--- src/rtl/pc_redirect_ctrl_pkg.sv ---
// Shared definitions for the PC redirect controller: FSM state codes,
// request priority encoding and the default boot address.
package pc_redirect_ctrl_pkg;

  localparam logic [31:0] DEFAULT_RESET_PC = 32'h0000_0000;

  typedef logic [1:0] state_t;
  localparam state_t ST_IDLE  = 2'd0;
  localparam state_t ST_HOLD  = 2'd1;
  localparam state_t ST_FLUSH = 2'd2;

  // Larger code wins; PRIO_NONE means no request this cycle.
  typedef enum logic [1:0] {
    PRIO_NONE = 2'd0,
    PRIO_RET  = 2'd1,
    PRIO_BR   = 2'd2,
    PRIO_TRAP = 2'd3
  } prio_e;

endpackage

--- src/rtl/pc_redirect_ctrl_prio_sel.sv ---
// Combinational request arbiter: picks trap > branch > return and reports the
// word-aligned target, its priority code and whether the raw target was misaligned.
module redir_prio_sel
  import pc_redirect_ctrl_pkg::*;
(
  input  logic        br_ctrl,
  input  logic [31:0] br_addr,
  input  logic        ret_ctrl,
  input  logic [31:0] ret_pc,
  input  logic        trap_req,
  input  logic [31:0] trap_vec,
  output logic [31:0] sel_addr,
  output prio_e       sel_prio,
  output logic        sel_mis
);

  logic [31:0] raw_addr;

  always_comb begin
    raw_addr = 32'h0;
    sel_prio = PRIO_NONE;
    if (trap_req) begin
      raw_addr = trap_vec;
      sel_prio = PRIO_TRAP;
    end else if (br_ctrl) begin
      raw_addr = br_addr;
      sel_prio = PRIO_BR;
    end else if (ret_ctrl) begin
      raw_addr = ret_pc;
      sel_prio = PRIO_RET;
    end
  end

  assign sel_addr = {raw_addr[31:2], 2'b00};
  assign sel_mis  = |raw_addr[1:0];

endmodule

--- src/rtl/pc_redirect_ctrl.sv ---
// PC redirect controller: arbitrates redirect requests, holds one across a
// pipeline stall, issues a one-cycle redirect pulse and a fixed-length flush.
module pc_redirect_ctrl
  import pc_redirect_ctrl_pkg::*;
#(
  parameter logic [31:0] RESET_PC     = DEFAULT_RESET_PC,
  parameter int          FLUSH_CYCLES = 2
) (
  input  logic        clk,
  input  logic        rst,
  input  logic        br_ctrl,
  input  logic [31:0] br_addr,
  input  logic        ret_ctrl,
  input  logic [31:0] ret_pc,
  input  logic        trap_req,
  input  logic [31:0] trap_vec,
  input  logic        pc_stall,
  output logic        redir_valid,
  output logic [31:0] redir_addr,
  output logic        flush,
  output logic        misalign,
  output logic        pending,
  output state_t      state_dbg
);

  localparam logic [31:0] RESET_PC_AL = {RESET_PC[31:2], 2'b00};
  localparam logic        RESET_MIS   = |RESET_PC[1:0];
  localparam logic [2:0]  FLUSH_LOAD  = 3'(FLUSH_CYCLES - 1);

  state_t      state;
  logic        boot;
  logic [2:0]  cnt;
  logic [31:0] hold_addr;
  prio_e       hold_prio;
  logic        hold_mis;

  logic [31:0] sel_addr;
  prio_e       sel_prio;
  logic        sel_mis;

  logic        do_issue;
  logic        do_hold;
  logic [31:0] iss_addr;
  logic        iss_mis;

  redir_prio_sel u_prio_sel (
    .br_ctrl  (br_ctrl),
    .br_addr  (br_addr),
    .ret_ctrl (ret_ctrl),
    .ret_pc   (ret_pc),
    .trap_req (trap_req),
    .trap_vec (trap_vec),
    .sel_addr (sel_addr),
    .sel_prio (sel_prio),
    .sel_mis  (sel_mis)
  );

  // Decide per cycle whether to issue a redirect now or park one in the buffer.
  always_comb begin
    do_issue = 1'b0;
    do_hold  = 1'b0;
    iss_addr = sel_addr;
    iss_mis  = sel_mis;
    if (boot) begin
      do_issue = 1'b1;
      iss_addr = RESET_PC_AL;
      iss_mis  = RESET_MIS;
    end else begin
      case (state)
        ST_IDLE: begin
          if (sel_prio != PRIO_NONE) begin
            do_hold  = pc_stall;
            do_issue = !pc_stall;
          end
        end
        ST_HOLD: begin
          if (!pc_stall) begin
            do_issue = 1'b1;
            // A strictly higher request arriving on the release cycle still wins.
            if (!(sel_prio > hold_prio)) begin
              iss_addr = hold_addr;
              iss_mis  = hold_mis;
            end
          end else if (sel_prio > hold_prio) begin
            do_hold = 1'b1;
          end
        end
        ST_FLUSH: begin
          // Branches and returns seen here are on the wrong path; only traps count.
          if (sel_prio == PRIO_TRAP) begin
            do_hold  = pc_stall;
            do_issue = !pc_stall;
          end
        end
        default: ;
      endcase
    end
  end

  always_ff @(posedge clk or posedge rst) begin
    if (rst) begin
      state       <= ST_IDLE;
      boot        <= 1'b1;
      redir_valid <= 1'b0;
      redir_addr  <= RESET_PC_AL;
      flush       <= 1'b0;
      misalign    <= 1'b0;
      pending     <= 1'b0;
      cnt         <= 3'd0;
      hold_addr   <= 32'h0;
      hold_prio   <= PRIO_NONE;
      hold_mis    <= 1'b0;
    end else begin
      boot        <= 1'b0;
      redir_valid <= 1'b0;
      misalign    <= 1'b0;
      if (do_issue) begin
        redir_valid <= 1'b1;
        redir_addr  <= iss_addr;
        misalign    <= iss_mis;
        flush       <= 1'b1;
        cnt         <= FLUSH_LOAD;
        pending     <= 1'b0;
        state       <= ST_FLUSH;
      end else if (do_hold) begin
        hold_addr <= sel_addr;
        hold_prio <= sel_prio;
        hold_mis  <= sel_mis;
        pending   <= 1'b1;
        flush     <= 1'b0;
        state     <= ST_HOLD;
      end else if (state == ST_FLUSH) begin
        if (cnt == 3'd0) begin
          flush <= 1'b0;
          state <= ST_IDLE;
        end else begin
          cnt <= cnt - 3'd1;
        end
      end else if (state != ST_IDLE && state != ST_HOLD) begin
        state <= ST_IDLE;
      end
    end
  end

  assign state_dbg = state;

endmodule

--- config.mk ---
export PLATFORM = sky130hd
export DESIGN_NAME = pc_redirect_ctrl
export DESIGN_NICKNAME = d
export VERILOG_FILES = /design/src/rtl/pc_redirect_ctrl_pkg.sv /design/src/rtl/pc_redirect_ctrl_prio_sel.sv /design/src/rtl/pc_redirect_ctrl.sv
export SDC_FILE = /design/constraint.sdc
export NUM_CORES = 1
export LEC_CHECK = 0
export ABC_AREA = 1
export CELL_PAD_IN_SITES_DETAIL_PLACEMENT = 0
export CELL_PAD_IN_SITES_GLOBAL_PLACEMENT = 1
export CORE_AREA = 5 5 146 92
export CTS_BUF_LIST = sky130_fd_sc_hd__clkbuf_8
export CTS_CLUSTER_DIAMETER = 100
export DETAILED_ROUTE_END_ITERATION = 8
export DIE_AREA = 0 0 151 97
export MAX_ROUTING_LAYER = met4
export PLACE_DENSITY = 0.85
export SYNTH_ARGS = -nofsm -noshare
export SYNTH_HDL_FRONTEND = slang
export SYNTH_SLANG_ARGS = --single-unit
--- constraint.sdc ---
create_clock -name clk -period 3.6 [get_ports clk]
set_input_delay 0.54 -clock clk [delete_from_list [all_inputs] [get_ports clk]]
set_output_delay 0.54 -clock clk [all_outputs]
set_load 0.005 [all_outputs]
==> Word-level counts from Yosys, hierarchy flattened <==
Index checks and enable logic that the tools add are counted.
{ "op_classes": {"muxes": 42, "n_eq_ne": 7, "magnitude_cmp": 1, "n_bitwise": 1, "n_reduce_logical": 16, "add_sub_neg": 1} }
{ "ops": {"columns": ["op", "count"], "rows": [
  ["two-way mux 32 bit", 7],
  ["two-way mux 1 bit", 22],
  ["two-way mux 2 bit", 7],
  ["two-way mux 3 bit", 4],
  ["nonzero test 2 bit", 4],
  ["one-hot mux 1 bit (3 select lines)", 2],
  ["AND reduction 2 bit", 3],
  ["nonzero test 3 bit", 2],
  ["equality test 2 bit, second input constant", 2],
  ["inequality test 2 bit, second input constant", 2],
  ["inequality test 4 x 3 -> 1 bit, second input constant", 1],
  ["nonzero test 4 bit", 1],
  ["logical NOT 3 bit", 1],
  ["AND reduction 3 bit", 1],
  ["subtractor 3 x 1 -> 3 bit, second input constant", 1],
  ["equality test 2 x 1 -> 1 bit, second input constant", 1],
  ["> comparator 2 bit", 1],
  ["logical NOT 2 bit", 1],
  ["inequality test 2 x 1 -> 1 bit, second input constant", 1],
  ["OR reduction 2 bit", 1],
  ["logical AND 1 bit", 1],
  ["logical NOT 1 bit", 1],
  ["inverter 1 bit", 1]
]} }
{ "word_totals": {"reg_bits": 75, "out_inout_bits": 38, "wordCells": 79, "in_bits": 102} }

==> Depth between registers and ports, before layout <==
Gate-level depths: netlist of the first run.
{ "depth": {"depth_word": 10, "mapped_depth": 16, "ltp_nobuf": 14} }

==> Hierarchy <==
Synthesis of the first run repeated with hierarchy kept, for this count alone.
{ "hier_totals": {"cells_unflattened": 564, "hier_area_um2": 4286.6} }
{ "modules_own_cells": {"columns": ["module", "seq_area_each_um2", "cells_per_inst", "n_inst", "area_each_um2"], "rows": [
  ["pc_redirect_ctrl", 1928.1, 412, 1, 3574.7],
  ["redir_prio_sel", 0.0, 152, 1, 711.9]
]} }

==> Worst setup path after synthesis of the first run <==
No wires, ideal clock.
{ "synth_timing": {"path_type": "input-to-reg", "start": "input port trap_req", "end": "register redir_addr[2]", "arrival_ps": 2117, "setup_ps": 117, "path_slack_ps": 1366, "stages": 11, "n_path_buf": 3, "cell_sequence": "buf_4 -> clkbuf_1 -> nor2_1 -> ha_1 -> nand2_1 -> nand2_1 -> nand2_1 -> buf_2 -> or2_2 -> nand3_1 -> nand2_1"} }
{ "synth_between": {"elab_chain_cells": 6, "elab_cells_between_ends": 13} }
{ "synth_rtl": {"columns": ["item", "line_no", "rtl"], "rows": [
  ["start, declared", "pc_redirect_ctrl.sv:15", "input logic trap_req,"],
  ["two-way mux 2 bit", "pc_redirect_ctrl_prio_sel.sv:22", "if (trap_req) begin"],
  ["> comparator 2 bit", "pc_redirect_ctrl.sv:80", "if (!(sel_prio > hold_prio)) begin"],
  ["two-way mux 32 bit", "pc_redirect_ctrl.sv:80", null],
  ["two-way mux 32 bit", "pc_redirect_ctrl.sv:77", "if (!pc_stall) begin"],
  ["two-way mux 32 bit", "pc_redirect_ctrl.sv:69", "case (state)"],
  ["two-way mux 32 bit", "pc_redirect_ctrl.sv:64", "if (boot) begin"],
  ["end signal, assigned", "pc_redirect_ctrl.sv:119", "redir_addr <= iss_addr;"],
  ["end, declared", "pc_redirect_ctrl.sv:19", "output logic [31:0] redir_addr,"]
]} }
Several ways; a longest one is shown, not always the timed one.
A chain may end at the register's enable or synchronous reset.

==> Final worst setup path of the first run <==
{ "layout_timing": {"start": "input port trap_req", "end": "register redir_addr[15]"} }
The elaborated chain is that of the path after synthesis.

==> impl_metrics.toml, run 1 <==
[finish]
final_nets = 820
synthToLayoutAreaGrowth_pct = 39.7
seq_area_um2 = 1830
drive_gt1_frac = 0.0923
antennaDiodeCount = 0
nFillCells = 1187
multi_input_area_um2 = 2080

[detailed_routing]
drc = 0
drt_iter0_drc = 234
drt-total-wl_um = 13200
ant_nets = 0
wire_per_inst_um = 15.0
vias = 4202
vias_per_cell = 4.78
first_pass_iters = 5

[worst_setup_path]
cp_num_buf_inv = 3
cp_common_cell = "nand2_1"
start_kind = "input port"
cp_top_family = "buffers and inverters"
cp_cell_sequence = "clkdlybuf4s50_1, buf_4, nor2_1, ha_1, nand2_1, nand2_1, nand2_1, buf_4, nand2_1, nand2_1, nand2_1, nand2_1"
endpoint_kind = "flop"
critPathKind = "input port to flop"
crit_required_ns = 3.90
path_depth = 12
r2r_cells = 11
cp.arrival_ns = 2.91
critPathMaxStageDelay_ns = 0.52
slowest_stage = "clkdlybuf4s50_1"
path_max_fanout = 18

[flow_run]
drv_cap = 0

[global_route]
grt_overflow_total = 0
antenna_found_initial = 0
grt_max_degree = 61
grt_pass1_vias = 4188
grt_usage = 0.191
grt_pass1_wl_um = 21700

[clock_tree]
cts_tree = "done"
clockBufferDepth = 2
ctsHtreeMaxLevel = 3
cts_root_buffer = "clkbuf_8"
clock_sinks = 73
cts_resized = 0
path_clk_slew_ns = 0.08
cts_made_buffers = 9
cts_setup_buffers = 0
clk_latency_ns = 0.36
cts_hold_buffers = 0

[synthesis]
synthTopCellsByArea = "dfrtp_1 43%, nand2_1 25%, nand3_1 4.8%"
seq_area_frac_synth = 0.435
yosys_register_bits = 73
syn_area_per_cell_um2 = 7.17
syn_area_um2 = 4210
yosysWarnings = 0
yosysUniqueCellTypes = 26
syn_inst = 587
synth_top_area_frac = 0.428
yosysTopAreaCell = "dfrtp_1"

[timing]
drv_slew = 0
setup_viol = 0
skew_ns = 0.00880
worst_slew_pin_slew_ns = 1.06
setup_tns_ns = 0
relSlewSlack = 0.293
fin_hold_ws_ns = 0.472
final-hold-violation-count = 0
period_share = 0.725
finalCriticalPeriod_ns = 2.61
finalWorstSetupSlack_ns = 0.991
max_freq_mhz = 383
rsz0062_at_grt = "false"

[placed_design]
gp_congestion = 0.870
dp_hpwl_um = 9440
place_ws_ns = 0.631
portBuffers = 137

[status]
status = "complete, no violations"

[die]
start_util = 0.354
die_h_um = 97
core_region_area_um2 = 11900
fp.dieW_um = 151
rows = 31
fp.dieArea_um2 = 14600
ios = 140

[min_path]
hold-path-cell-count = 2
hp-class = "flop to flop"

[power]
p_per_area_nw_per_um2 = 543
power_mw = 3.19
ir_worst_vdd_uv = 242
p_leak_nw = 2.85
-- worst min-delay path, delay by kind of cell, from the launching register on --
kind	cells	cell delay, ns
and+or+nand+nor	2	0.10
DFF	1	0.34
-- Yosys cell counts --
cell	number
nand3_1	40
a21boi_1	1
o22ai_1	6
nand4_1	1
a21oi_1	37
o31ai_1	1
o31ai_2	1
inv_2	5
o21ai_0	12
nand2_1	278
dfstp_2	1
a21oi_2	19
buf_2	10
nand2_2	2
nor2_4	3
buf_4	15
inv_1	16
nor2_2	1
nor2_1	37
clkbuf_1	9
o21ai_1	2
ha_1	8
dfrtp_1	72
conb_1	1
buf_6	3
or2_2	6
-- through the flow --
step                       util  instances  cell area (um^2)
final                     0.495        880              5880
after global routing      0.495        880              5880
after CTS                 0.495        880              5880
after detailed placement  0.475        864              5630
after global placement    0.475        864              5630
after floorplan               -        589              4210
-- per-layer routing --
layer / vias up / wire [um] / global-route usage
met5: - / 0 / -
li1: 2092 / - / -
met4: 0 / 70 / 0.0425
met2: 140 / 5600 / 0.267
met1: 1964 / 6680 / 0.280
met3: 6 / 809 / 0.0462
-- cell usage in the layout (no fill, tap or decap), types with 3 or more instances in the layout --
cell type	Yosys	layout
a21oi_2	19	19
clkinv_2	0	4
nand3_1	40	40
o21ai_0	12	12
ha_1	8	8
a21oi_1	37	37
buf_4	15	10
bufinv_16	0	3
clkbuf_8	0	10
nand2_1	278	278
conb_1	1	3
nor2_4	3	3
inv_1	16	15
clkdlybuf4s50_1	0	136
dfrtp_1	72	72
inv_2	5	5
o22ai_1	6	6
nor2_1	37	37
or2_2	6	6
-- cell type report --
cell class | count | area share
inverter | 21 | 0.0136
clock inverter | 6 | 0.0179
multi-input combinational | 458 | 0.353
sequential | 73 | 0.311
timing repair buffer | 147 | 0.245
clock buffer | 10 | 0.0234
tap | 165 | 0.0351
-- sequential cells by signal, indices dropped and copies added (netlist names), 2 cells and up --
| signal | count |
|---|---|
| hold_prio | 2 |
| state_dbg | 2 |
| cnt | 3 |
| hold_addr | 30 |
| redir_addr | 30 |
-- path summary, 6_finish.rpt --
path,from,slack (ns),end
max,trap_req,0.99,redir_addr[15]
min reg2reg,redir_addr[21],0.47,redir_addr[21]
max reg2reg,state_dbg[0],1.22,cnt[1]
min in group asynchronous,rst,0.74,redir_addr[26]
min,redir_addr[21],0.47,redir_addr[21]
max in group asynchronous,rst,2.08,hold_addr[7]
-- cell families after synthesis --
| family | synth area share |
|---|---|
| AND/OR/NAND/NOR | 0.352 |
| AO/OA/AOI/OAI | 0.116 |
| flip-flops | 0.435 |
| buffers and inverters | 0.0735 |
| adder cells (fa/ha/maj) | 0.0238 |
| other | 0.000891 |
-- power breakdown --
group          total, mW  switching [mW]  internal (mW)
Sequential          1.25           0.160           1.09
Clock              0.790           0.315          0.476
Combinational       1.16           0.645          0.511
Total               3.19            1.12           2.07
No activity file was read; power rests on OpenSTA's default activity.
==> run 2, diff against run 1 <==
Settings changed: CORE_AREA 5 5 146 92 to 5 5 159 100, DIE_AREA 0 0 151 97 to 0 0 164 105, PLACE_DENSITY 0.85 to 0.75.
Clock period 3.6 ns to 2.3 ns, I/O delays scaled along.
==> run 2 against run 1 <==
Combinational power increased by 62%. Register-to-register slack worse by 0.74 ns. Global-route usage shrank 2.3 points. Critical path type unchanged. Critical endpoint is now hold_addr[15]. Largest cell class unchanged.
==> impl_metrics.toml, run 2 (synthesis results as in run 1) <==
[status]
status = "complete, no violations"

[timing]
rsz0062_at_grt = "false"
final-hold-violation-count = 0
finalWorstSetupSlack_ns = 0.320
finalCriticalPeriod_ns = 1.98
drv_slew = 0
period_share = 0.861
skew_ns = 0.00624
max_freq_mhz = 505
setup_viol = 0

[die]
start_util = 0.296
core_region_area_um2 = 14200
ios = 140
die_h_um = 105
fp.dieW_um = 164
rows = 34
fp.dieArea_um2 = 17200

[clock_tree]
cts_root_buffer = "clkbuf_8"
cts_setup_buffers = 0
cts_tree = "done"
path_clk_slew_ns = 0.08
cts_made_buffers = 9
clock_sinks = 73
cts_resized = 0
cts_hold_buffers = 0
clk_latency_ns = 0.36
clockBufferDepth = 2
ctsHtreeMaxLevel = 3

[global_route]
grt_usage = 0.169
antenna_found_initial = 0
grt_overflow_total = 0
grt_max_degree = 34
grt_pass1_vias = 4298
grt_pass1_wl_um = 22300

[worst_setup_path]
path_max_fanout = 25
endpoint_kind = "flop"
crit_required_ns = 2.60
cp.arrival_ns = 2.28
start_kind = "input port"
r2r_cells = 12
critPathKind = "input port to flop"

[finish]
stdcell_count = 926
final_cell_mix = "278 x nand2_1, 136 x clkdlybuf4s50_1, 72 x dfrtp_1"
drive_gt1_frac = 0.109
reg_top3 = "hold_addr x30, redir_addr x30, cnt x3"
antennaDiodeCount = 0
synthToLayoutAreaGrowth_pct = 44.3
final_common_cell = "nand2_1"
final_nets = 833

[flow_run]
drv_cap = 0

[min_path]
hp-class = "input port to asynchronous set/reset pin"

[power]
p_leak_nw = 2.92
p_per_area_nw_per_um2 = 847
power_mw = 5.14
ir_worst_vdd_uv = 352

[detailed_routing]
drc = 0
vias_per_cell = 4.59
drt_iter0_drc = 252
ant_nets = 0
drt-total-wl_um = 13800
first_pass_iters = 5
wire_per_inst_um = 14.9
vias = 4250

[placed_design]
dp_hpwl_um = 10000
gp_congestion = 0.849
place_inst = 910
place_ws_ns = -0.0392
portBuffers = 137
run 2: cell count changes in the layout (fill, tap and decap cells not counted):
cell,change
clkinvlp_4,+1
buf_4,+10
clkinv_2,-3
clkbuf_8,+2
buf_12,+3
run 2: power by group:
part | switching [mW] | leakage [nW] | internal [mW]
combinational | 1.03 | 1.85 | 0.851
sequential | 0.255 | 0.939 | 1.70
clock | 0.495 | 0.129 | 0.810
total | 1.78 | 2.92 | 3.36
run 2: path summary, 6_finish.rpt:
check	start	endpoint	slack, ns
max in group asynchronous	rst	redir_addr[4]	1.38
min	rst	state_dbg[0]	0.31
min in group clk	redir_addr[20]	redir_addr[20]	0.47
max reg2reg	state_dbg[0]	redir_addr[21]	0.48
max	ret_ctrl	hold_addr[15]	0.32
min reg2reg	redir_addr[20]	redir_addr[20]	0.47
run 2: worst max-delay path, stage by stage:
cell	delay, ns
clkdlybuf4s50_1	0.53
inv_2	0.09
nor2_4	0.09
nor2_1	0.05
ha_1	0.27
nand2_1	0.10
nand3_1	0.09
nand2_1	0.08
nand2_2	0.08
inv_2	0.37
nand2_1	0.11
nand2_1	0.08
run 2: area by class of cell:
cell class,count,area [um^2]
Clock buffer,12,165
Clock inverter,4,97.6
Fill cell,1474,8140
Inverter,21,80.1
Multi-Input combinational cell,458,2080
Sequential cell,73,1830
Tap cell,198,248
Timing Repair Buffer,160,1580
run 2: through the flow:
step	instance area [um^2]	TNS [ns]	util	hold slack, ns
finish	6070	0	0.427	0.311
global route	6070	0	0.427	0.327
CTS	6070	0	0.427	0.305
detailed placement	5810	-0.583	0.409	0.459
global placement	5810	-0.475	0.409	0.456
floorplan	4210	0	-	0.446
run 2: per-layer routing:
layer / GRT usage / share of wire / up-vias
met5: - / 0 / -
met4: 0.0323 / 0.0077 / 0
met3: 0.0460 / 0.069 / 9
met2: 0.246 / 0.44 / 143
met1: 0.236 / 0.49 / 1984
li1: - / - / 2114
==> run 3, diff against run 2 <==
Clock period 2.3 ns to 1.7 ns, I/O delays scaled along.
==> run 3 against run 2 <==
Count of clock-buffer cells in the layout is 2 lower. Register-to-register slack worse by 0.43 ns. Routed wire length rose by 6.1%. Critical path depth fell by 10. Sequential power is 35% higher. Critical endpoint is now state_dbg[1]. Via count increased by 2.5%. Cell area increased by 5.4%. Power grew 40%. Setup slack got worse by 0.29 ns. Final cell count grew 2.2%.
==> impl_metrics.toml, run 3 (synthesis results as in run 1) <==
[clock_tree]
clk_latency_ns = 0.37
cts_hold_buffers = 0
ctsHtreeMaxLevel = 3
clockBufferDepth = 2
clock_sinks = 73
path_clk_slew_ns = 0.08
cts_root_buffer = "clkbuf_8"
cts_made_buffers = 9
cts_tree = "done"

[timing]
setup_tns_ns = 0
fin_hold_ws_ns = 0.304
skew_ns = 0.0102
setup_viol = 0
finalCriticalPeriod_ns = 1.67
final-hold-violation-count = 0
period_share = 0.980
rsz0062_at_grt = "true"
drv_slew = 0
max_freq_mhz = 600

[detailed_routing]
wire_per_inst_um = 15.5
first_pass_iters = 4
drt_iter0_drc = 249
drc = 0
ant_nets = 0
drt-total-wl_um = 14700
vias = 4356
vias_per_cell = 4.60

[worst_setup_path]
cp_cell_sequence = "buf_4, clkdlybuf4s50_1"
cp_top_family = "buffers and inverters"
endpoint_kind = "output port"
cp_num_buf_inv = 2
path_max_fanout = 4
reg2reg_slack_ns = 0.05
critPathMaxStageDelay_ns = 0.49
crit_required_ns = 1.44
critPathKind = "flop to output port"
start_kind = "flop"
cp.arrival_ns = 1.41
slowest_stage = "clkdlybuf4s50_1"

[die]
ios = 140
fp.dieW_um = 164
fp.dieArea_um2 = 17200
core_region_area_um2 = 14200
start_util = 0.296
die_h_um = 105
rows = 34

[min_path]
hp-class = "input port to flop"

[finish]
synthToLayoutAreaGrowth_pct = 52.2
reg_top3 = "hold_addr x30, redir_addr x30, cnt x3"
drive_gt1_frac = 0.158
final_nets = 852
final_common_cell = "nand2_1"
final_cell_mix = "271 x nand2_1, 133 x clkdlybuf4s50_1, 70 x dfrtp_1"

[status]
status = "complete, no violations"

[placed_design]
dp_hpwl_um = 10500
portBuffers = 137
gp_congestion = 0.866

[power]
p_per_area_nw_per_um2 = 1130
internal_power_mw = 4.56
pwr-share-comb = 0.444
p_sw_frac = 0.369
p_leak_nw = 3.07
p_sw_mw = 2.66
ir_worst_vdd_uv = 491
seq_power_share = 0.367
pwr-share-clk = 0.189

[global_route]
grt_pass1_vias = 4398
grt_busiest_layer = "met2"
met3_usage = 0.0566
grt_max_degree = 74
antenna_found_initial = 1
grt_overflow_total = 0
grt_pass1_wl_um = 23200
grt_usage = 0.174
grtUsageMet1 = 0.245
gr-usage-met2 = 0.250

[flow_run]
drv_cap = 0
## run 3: cell types whose count changed in the layout (fill, tap and decap cells not counted), moves of 3 or more
cell | previous run | this run
nand2_1 | 278 | 271
buf_12 | 3 | 9
buf_4 | 20 | 25
buf_6 | 0 | 5
ha_1 | 8 | 4
ha_4 | 0 | 4
clkdlybuf4s50_1 | 136 | 133
inv_2 | 5 | 8
nand2_2 | 2 | 5
nand2_4 | 0 | 3
## run 3: layer usage
layer  part of all wire  routed length (um)
met1               0.50                7340
met2               0.43                6240
met3              0.067                 989
met4             0.0062                  91
met5                  0                   0
## run 3: metrics by stage
step	util	power, mW	instance area [um^2]	setup slack (ns)	cells
6_report	0.451	7.22	6400	0.0339	946
5_1_grt	0.451	7.75	6400	-0.0557	946
4_1_cts	0.438	6.94	6220	-0.00515	938
3_5_place_dp	0.421	5.44	5980	-0.535	921
3_3_place_gp	0.421	5.35	5980	-0.473	921
2_1_floorplan	-	4.11	4240	-0.0342	589
## run 3: power by group through the flow
stage               registers [mW]  clock network, mW  logic, mW
floorplan                     2.59                  0       1.52
global placement              2.64                  0       2.72
detailed placement            2.65                  0       2.79
CTS                           2.63               1.42       2.89
global route                  2.72               1.47       3.55
finish                        2.65               1.37       3.21
## run 3: worst min-delay path, stage by stage
cell and delay (ns):
buf_2 0.17, nor2_4 0.05, nor2_2 0.08, o21ai_0 0.08
## run 3: cell type report
type                            count  area, um^2
Antenna cell                        1        2.50
Tap cell                          198         248
Clock buffer                       10         138
Clock inverter                      6        51.3
Timing Repair Buffer              179        1850
Fill cell                        1413        7810
Sequential cell                    73        1830
Multi-Input combinational cell    458        2190
Inverter                           21        87.6
## run 3: worst paths after layout
| check | from | endpoint | cells after the start |
|---|---|---|---|
| setup / recovery | state_dbg[1] | state_dbg[1] | 2 |
| hold / removal | br_ctrl | hold_prio[0] | 4 |
| setup reg to reg | state_dbg[1] | cnt[2] | 12 |
| hold reg to reg | redir_addr[26] | redir_addr[26] | 2 |
| max in group asynchronous | rst | boot | 3 |
| min in group asynchronous | rst | state_dbg[1] | 3 |
## run 3: what timing repair did
action / CTS / global route
setup buffers: 0 / 7
pin swaps: 1 / 6
setup endpoints to repair: 66 / 73
cloned: 1 / 0
resized for setup: 8 / 33
hold endpoints to repair: 0 / 0
